### src/rtl/window_acc_pkg.sv
// Shared constants and helpers for the windowed sample accumulator.
package window_acc_pkg;

  localparam logic MODE_WRAP = 1'b0;
  localparam logic MODE_SAT  = 1'b1;

  // Width of the per-window sample counter.
  function automatic int cnt_width(input int window);
    return $clog2(window);
  endfunction

endpackage

### src/rtl/window_accumulator_sat_adder.sv
// Zero-extend a sample, add it to the running sum, and report the carry.
// In saturate mode a carry clamps the result to all-ones; otherwise it wraps.
module sat_adder
  import window_acc_pkg::*;
#(
  parameter int IN_W  = 3,
  parameter int ACC_W = 5
) (
  input  logic [ACC_W-1:0] i_acc,
  input  logic [IN_W-1:0]  i_data,
  input  logic             i_sat,
  output logic [ACC_W-1:0] o_sum,
  output logic             o_carry
);

  logic [ACC_W:0] w_full;

  assign w_full  = {1'b0, i_acc} + (ACC_W+1)'(i_data);
  assign o_carry = w_full[ACC_W];
  assign o_sum   = (o_carry && (i_sat == MODE_SAT)) ? '1 : w_full[ACC_W-1:0];

endmodule

### src/rtl/window_accumulator.sv
// Running accumulator over WINDOW accepted samples; emits the window total
// with a one-cycle strobe and restarts. Window position lives entirely in
// count: FILL while count < WINDOW-1, LAST at WINDOW-1.
module window_accumulator
  import window_acc_pkg::*;
#(
  parameter int IN_W     = 3,
  parameter int ACC_W    = 5,
  parameter int WINDOW   = 8,
  parameter int ZERO_CLR = 1,
  parameter int CNT_W    = cnt_width(WINDOW)
) (
  input  logic             clk,
  input  logic             rst,
  input  logic             in_valid,
  input  logic [IN_W-1:0]  in_data,
  input  logic             clear,
  input  logic             sat_mode,
  output logic [ACC_W-1:0] acc,
  output logic [CNT_W-1:0] count,
  output logic             out_valid,
  output logic [ACC_W-1:0] out_sum,
  output logic             overflow
);

  localparam logic [CNT_W-1:0] LAST_CNT = CNT_W'(WINDOW - 1);

  logic [ACC_W-1:0] r_acc;
  logic [CNT_W-1:0] r_count;
  logic             r_ovf_win;
  logic             r_out_valid;
  logic [ACC_W-1:0] r_out_sum;
  logic             r_overflow;

  logic [ACC_W-1:0] w_sum;
  logic             w_carry;
  logic             w_zero;
  logic             w_last;

  sat_adder #(
    .IN_W  (IN_W),
    .ACC_W (ACC_W)
  ) u_add (
    .i_acc   (r_acc),
    .i_data  (in_data),
    .i_sat   (sat_mode),
    .o_sum   (w_sum),
    .o_carry (w_carry)
  );

  assign w_zero = (ZERO_CLR != 0) && (in_data == '0);
  assign w_last = (r_count == LAST_CNT);

  // Priority: clear, zero-restart, accumulate, complete; idle holds state.
  always_ff @(posedge clk or negedge rst) begin
    if (!rst) begin
      r_acc       <= '0;
      r_count     <= '0;
      r_ovf_win   <= 1'b0;
      r_out_valid <= 1'b0;
      r_out_sum   <= '0;
      r_overflow  <= 1'b0;
    end else begin
      r_out_valid <= 1'b0;
      if (clear) begin
        r_acc     <= '0;
        r_count   <= '0;
        r_ovf_win <= 1'b0;
      end else if (in_valid) begin
        if (w_zero) begin
          r_acc     <= '0;
          r_count   <= '0;
          r_ovf_win <= 1'b0;
        end else if (!w_last) begin
          r_acc     <= w_sum;
          r_count   <= r_count + CNT_W'(1);
          r_ovf_win <= r_ovf_win | w_carry;
        end else begin
          r_out_sum   <= w_sum;
          r_overflow  <= r_ovf_win | w_carry;
          r_out_valid <= 1'b1;
          r_acc       <= '0;
          r_count     <= '0;
          r_ovf_win   <= 1'b0;
        end
      end
    end
  end

  assign acc       = r_acc;
  assign count     = r_count;
  assign out_valid = r_out_valid;
  assign out_sum   = r_out_sum;
  assign overflow  = r_overflow;

endmodule

### config.mk
export PLATFORM = sky130hd
export DESIGN_NAME = window_accumulator
export DESIGN_NICKNAME = d
export VERILOG_FILES = /design/src/rtl/window_acc_pkg.sv /design/src/rtl/window_accumulator_sat_adder.sv /design/src/rtl/window_accumulator.sv
export SDC_FILE = /design/constraint.sdc
export NUM_CORES = 1
export LEC_CHECK = 0
export ABC_AREA = 1
export CORE_ASPECT_RATIO = 1.4
export CORE_UTILIZATION = 30
export CTS_CLUSTER_DIAMETER = 150
export CTS_CLUSTER_SIZE = 14
export DETAILED_ROUTE_END_ITERATION = 10
export GPL_TIMING_DRIVEN = 0
export SLEW_MARGIN = 15
export SYNTH_ARGS = -nofsm -noshare
export SYNTH_HDL_FRONTEND = slang
export SYNTH_SLANG_ARGS = --single-unit
### constraint.sdc
create_clock -name clk -period 4.55 [get_ports clk]
set_input_delay 1.1375 -clock clk [delete_from_list [all_inputs] [get_ports clk]]
set_output_delay 1.1375 -clock clk [all_outputs]
set_load 0.01 [all_outputs]
==> reports/metrics.yaml <==
finish:
  stdcell_area_um2: 1170
  syn2layout_area_growth_pct: 32.7
  final_cells: 174
  nNetsFinal: 154
  mostFrequentLayoutCells: "54 x sky130_fd_sc_hd__nand2_1, 22 x sky130_fd_sc_hd__clkdlybuf4s50_1, 16 x sky130_fd_sc_hd__dfrtp_1"
  layout.cells.most_common: "sky130_fd_sc_hd__nand2_1"
  drive_above_1_share: 0.0797
  num_antenna_cells: 0
cts:
  clock-sinks: 16
  ctsHoldBuffers: 0
  worst_setup_hold_path_clk_slew_ns: 0.08
  cts_tree: "built"
  post_cts_buffers: 0
  numCtsBuffers: 3
  cts_h_tree_depth: 1
  cts-resized-gates: 0
  clk-insertion-delay-late_ns: 0.28
  cts_buffer_depth: 2
  cts-root-buf: "sky130_fd_sc_hd__clkbuf_4"
routing:
  wire_per_inst_um: 10.5
  route.vias.total: 773
  routed_wl_um: 1830
  drcViolationCount: 0
  number_of_nets_with_antenna_violations_after_detailed_routing: 0
  first_iter_violations: 7
  detailedRoute.firstPassIterationCount: 4
  routed_via_density: 4.44
logic_synthesis:
  synth_cell_type_count: 15
  synth.cell_area_um2: 881
  synth_area_leader_cell: "sky130_fd_sc_hd__dfrtp_1"
  synthesis.instances: 113
  yosys_register_bits: 16
  syn_nets: 127
  post-synth-top-area-fraction: 0.455
  synth_seq_area_share: 0.455
  yosys_warnings: 0
  synthTopCellsByArea: "sky130_fd_sc_hd__dfrtp_1 45%, sky130_fd_sc_hd__nand2_1 23%, sky130_fd_sc_hd__ha_1 7.1%"
  synth.avg_cell_area_um2: 7.80
timing:
  worstMarginPinSlew_ns: 0.713
  finClkSkew_ns: 0.00614
  setup-tns-final_ns: 0
  final_period_minus_worst_setup_slack_ns: 2.56
  setup_viol_count_final: 0
  max_clock_freq_mhz: 391
  final_max_slew_viol_count: 0
  slew-limit-headroom: 0.523
  hold_viol: 0
  hold-worst-slack_ns: 0.492
  final.period_utilization: 0.562
  grt_setup_unrepaired: "false"
global_route:
  number_of_antenna_violations_at_the_first_check_in_global_routing: 0
  grt_overflow_total: 0
  grt.total_usage: 0.142
  grt_first_pass_wirelength_um: 3200
  via_count_of_the_first_global_routing_pass: 758
  largest_net_degree_at_the_start_of_global_routing: 17
floorplan:
  initial_utilization: 0.327
  boundaryPins: 23
  fp.dieW_um: 47.8
  die_height_um: 66.1
  fp.coreArea_um2: 2700
  rows: 22
  floorplan_die_area_um2: 3160
run:
  cap_violations: 0
critical_path:
  path_max_fanout: 3
  startpoint_type: "primary input"
  worst_ep_required_time_ns: 4.73
  crit_arrival_ns: 2.73
  cp-end-kind: "register"
  critPathKind: "primary input to register"
place:
  buffer_ports.inserted: 22
  dp_hpwl_um: 1460
  postPlaceCellArea_um2: 1150
  final_weighted_congestion_in_routability_driven_placement: 0.751
  placed_cells_incl_taps: 171
run_status:
  outcome: "finished, final reports clean"
power_and_ir_drop:
  static-leakage-power_nw: 0.641
  power_per_cell_area_nw_per_um2: 240
  worst_ir_drop_vdd_mv: 0.136
worst_hold_path:
  hold_path_class: "register to register"
## registers in the layout (all words and copies together), names as in the netlist
signal,flops
acc,5
count,3
out_sum,5
out_valid,1
overflow,1
r_ovf_win,1
## cell usage after synthesis (all sizes together)
| cell type | count |
|---|---|
| nand3 | 8 |
| nand2 | 56 |
| nor2 | 4 |
| dfrtp | 16 |
| xnor2 | 1 |
| inv | 16 |
| a21oi | 1 |
| fa | 1 |
| nand4 | 2 |
| ha | 5 |
| o21ai | 3 |
## cell type report
class	instances	area, µm²
Multi-Input combinational cell	81	420
Inverter	16	60.1
Tap cell	36	45.0
Sequential cell	16	400
Timing Repair Buffer	22	220
Clock buffer	3	22.5
Fill cell	297	1530
## final timing paths
check	slack [ns]	start	endpoint	depth (start not counted)
hold reg to reg	0.49	out_sum[4]	out_sum[4]	2
setup / recovery	1.99	in_data[0]	acc[4]	11
min in group asynchronous	1.27	rst	acc[3]	1
setup reg to reg	2.89	acc[0]	acc[4]	10
hold / removal	0.49	out_sum[4]	out_sum[4]	2
max in group asynchronous	2.82	rst	out_sum[3]	1
## report_power, final
part | switching [mW] | internal [mW]
sequential | 0.00503 | 0.147
clock | 0.0406 | 0.0307
combinational | 0.0318 | 0.0256
## worst max-delay path, stage by stage
cell	delay, ns
sky130_fd_sc_hd__clkdlybuf4s50_1	0.43
sky130_fd_sc_hd__ha_1	0.25
sky130_fd_sc_hd__fa_1	0.43
sky130_fd_sc_hd__nand2_1	0.09
sky130_fd_sc_hd__nand2_1	0.05
sky130_fd_sc_hd__nand3_1	0.06
sky130_fd_sc_hd__nand2_1	0.05
sky130_fd_sc_hd__inv_1	0.05
sky130_fd_sc_hd__nand2_1	0.07
sky130_fd_sc_hd__nand2_1	0.07
sky130_fd_sc_hd__nand2_1	0.04
## per-layer routing
layer / up-vias / global-route usage / wire length [µm]
met5: - / 0 / 0
met4: 0 / 0.0833 / 50
met3: 5 / 0.0109 / 70
met2: 17 / 0.235 / 925
met1: 352 / 0.172 / 780
li1: 399 / - / -
## per-stage QoR
step                worst slack (ns)  power, mW  utilization
floorplan                       2.28      0.186            -
global placement                1.74      0.212        0.425
detailed placement              1.69      0.213        0.425
CTS                             2.00      0.286        0.433
global route                    1.88      0.301        0.433
finish                          1.99      0.280        0.433
## cells by family after synthesis
logic type / share of synthesized area
compound gates: 0.0227
simple gates: 0.351
buf+inv: 0.0682
flops: 0.455
xor+xnor: 0.00994
fa+ha+maj: 0.0938
Note: power is estimated with default switching activity, not from simulation.
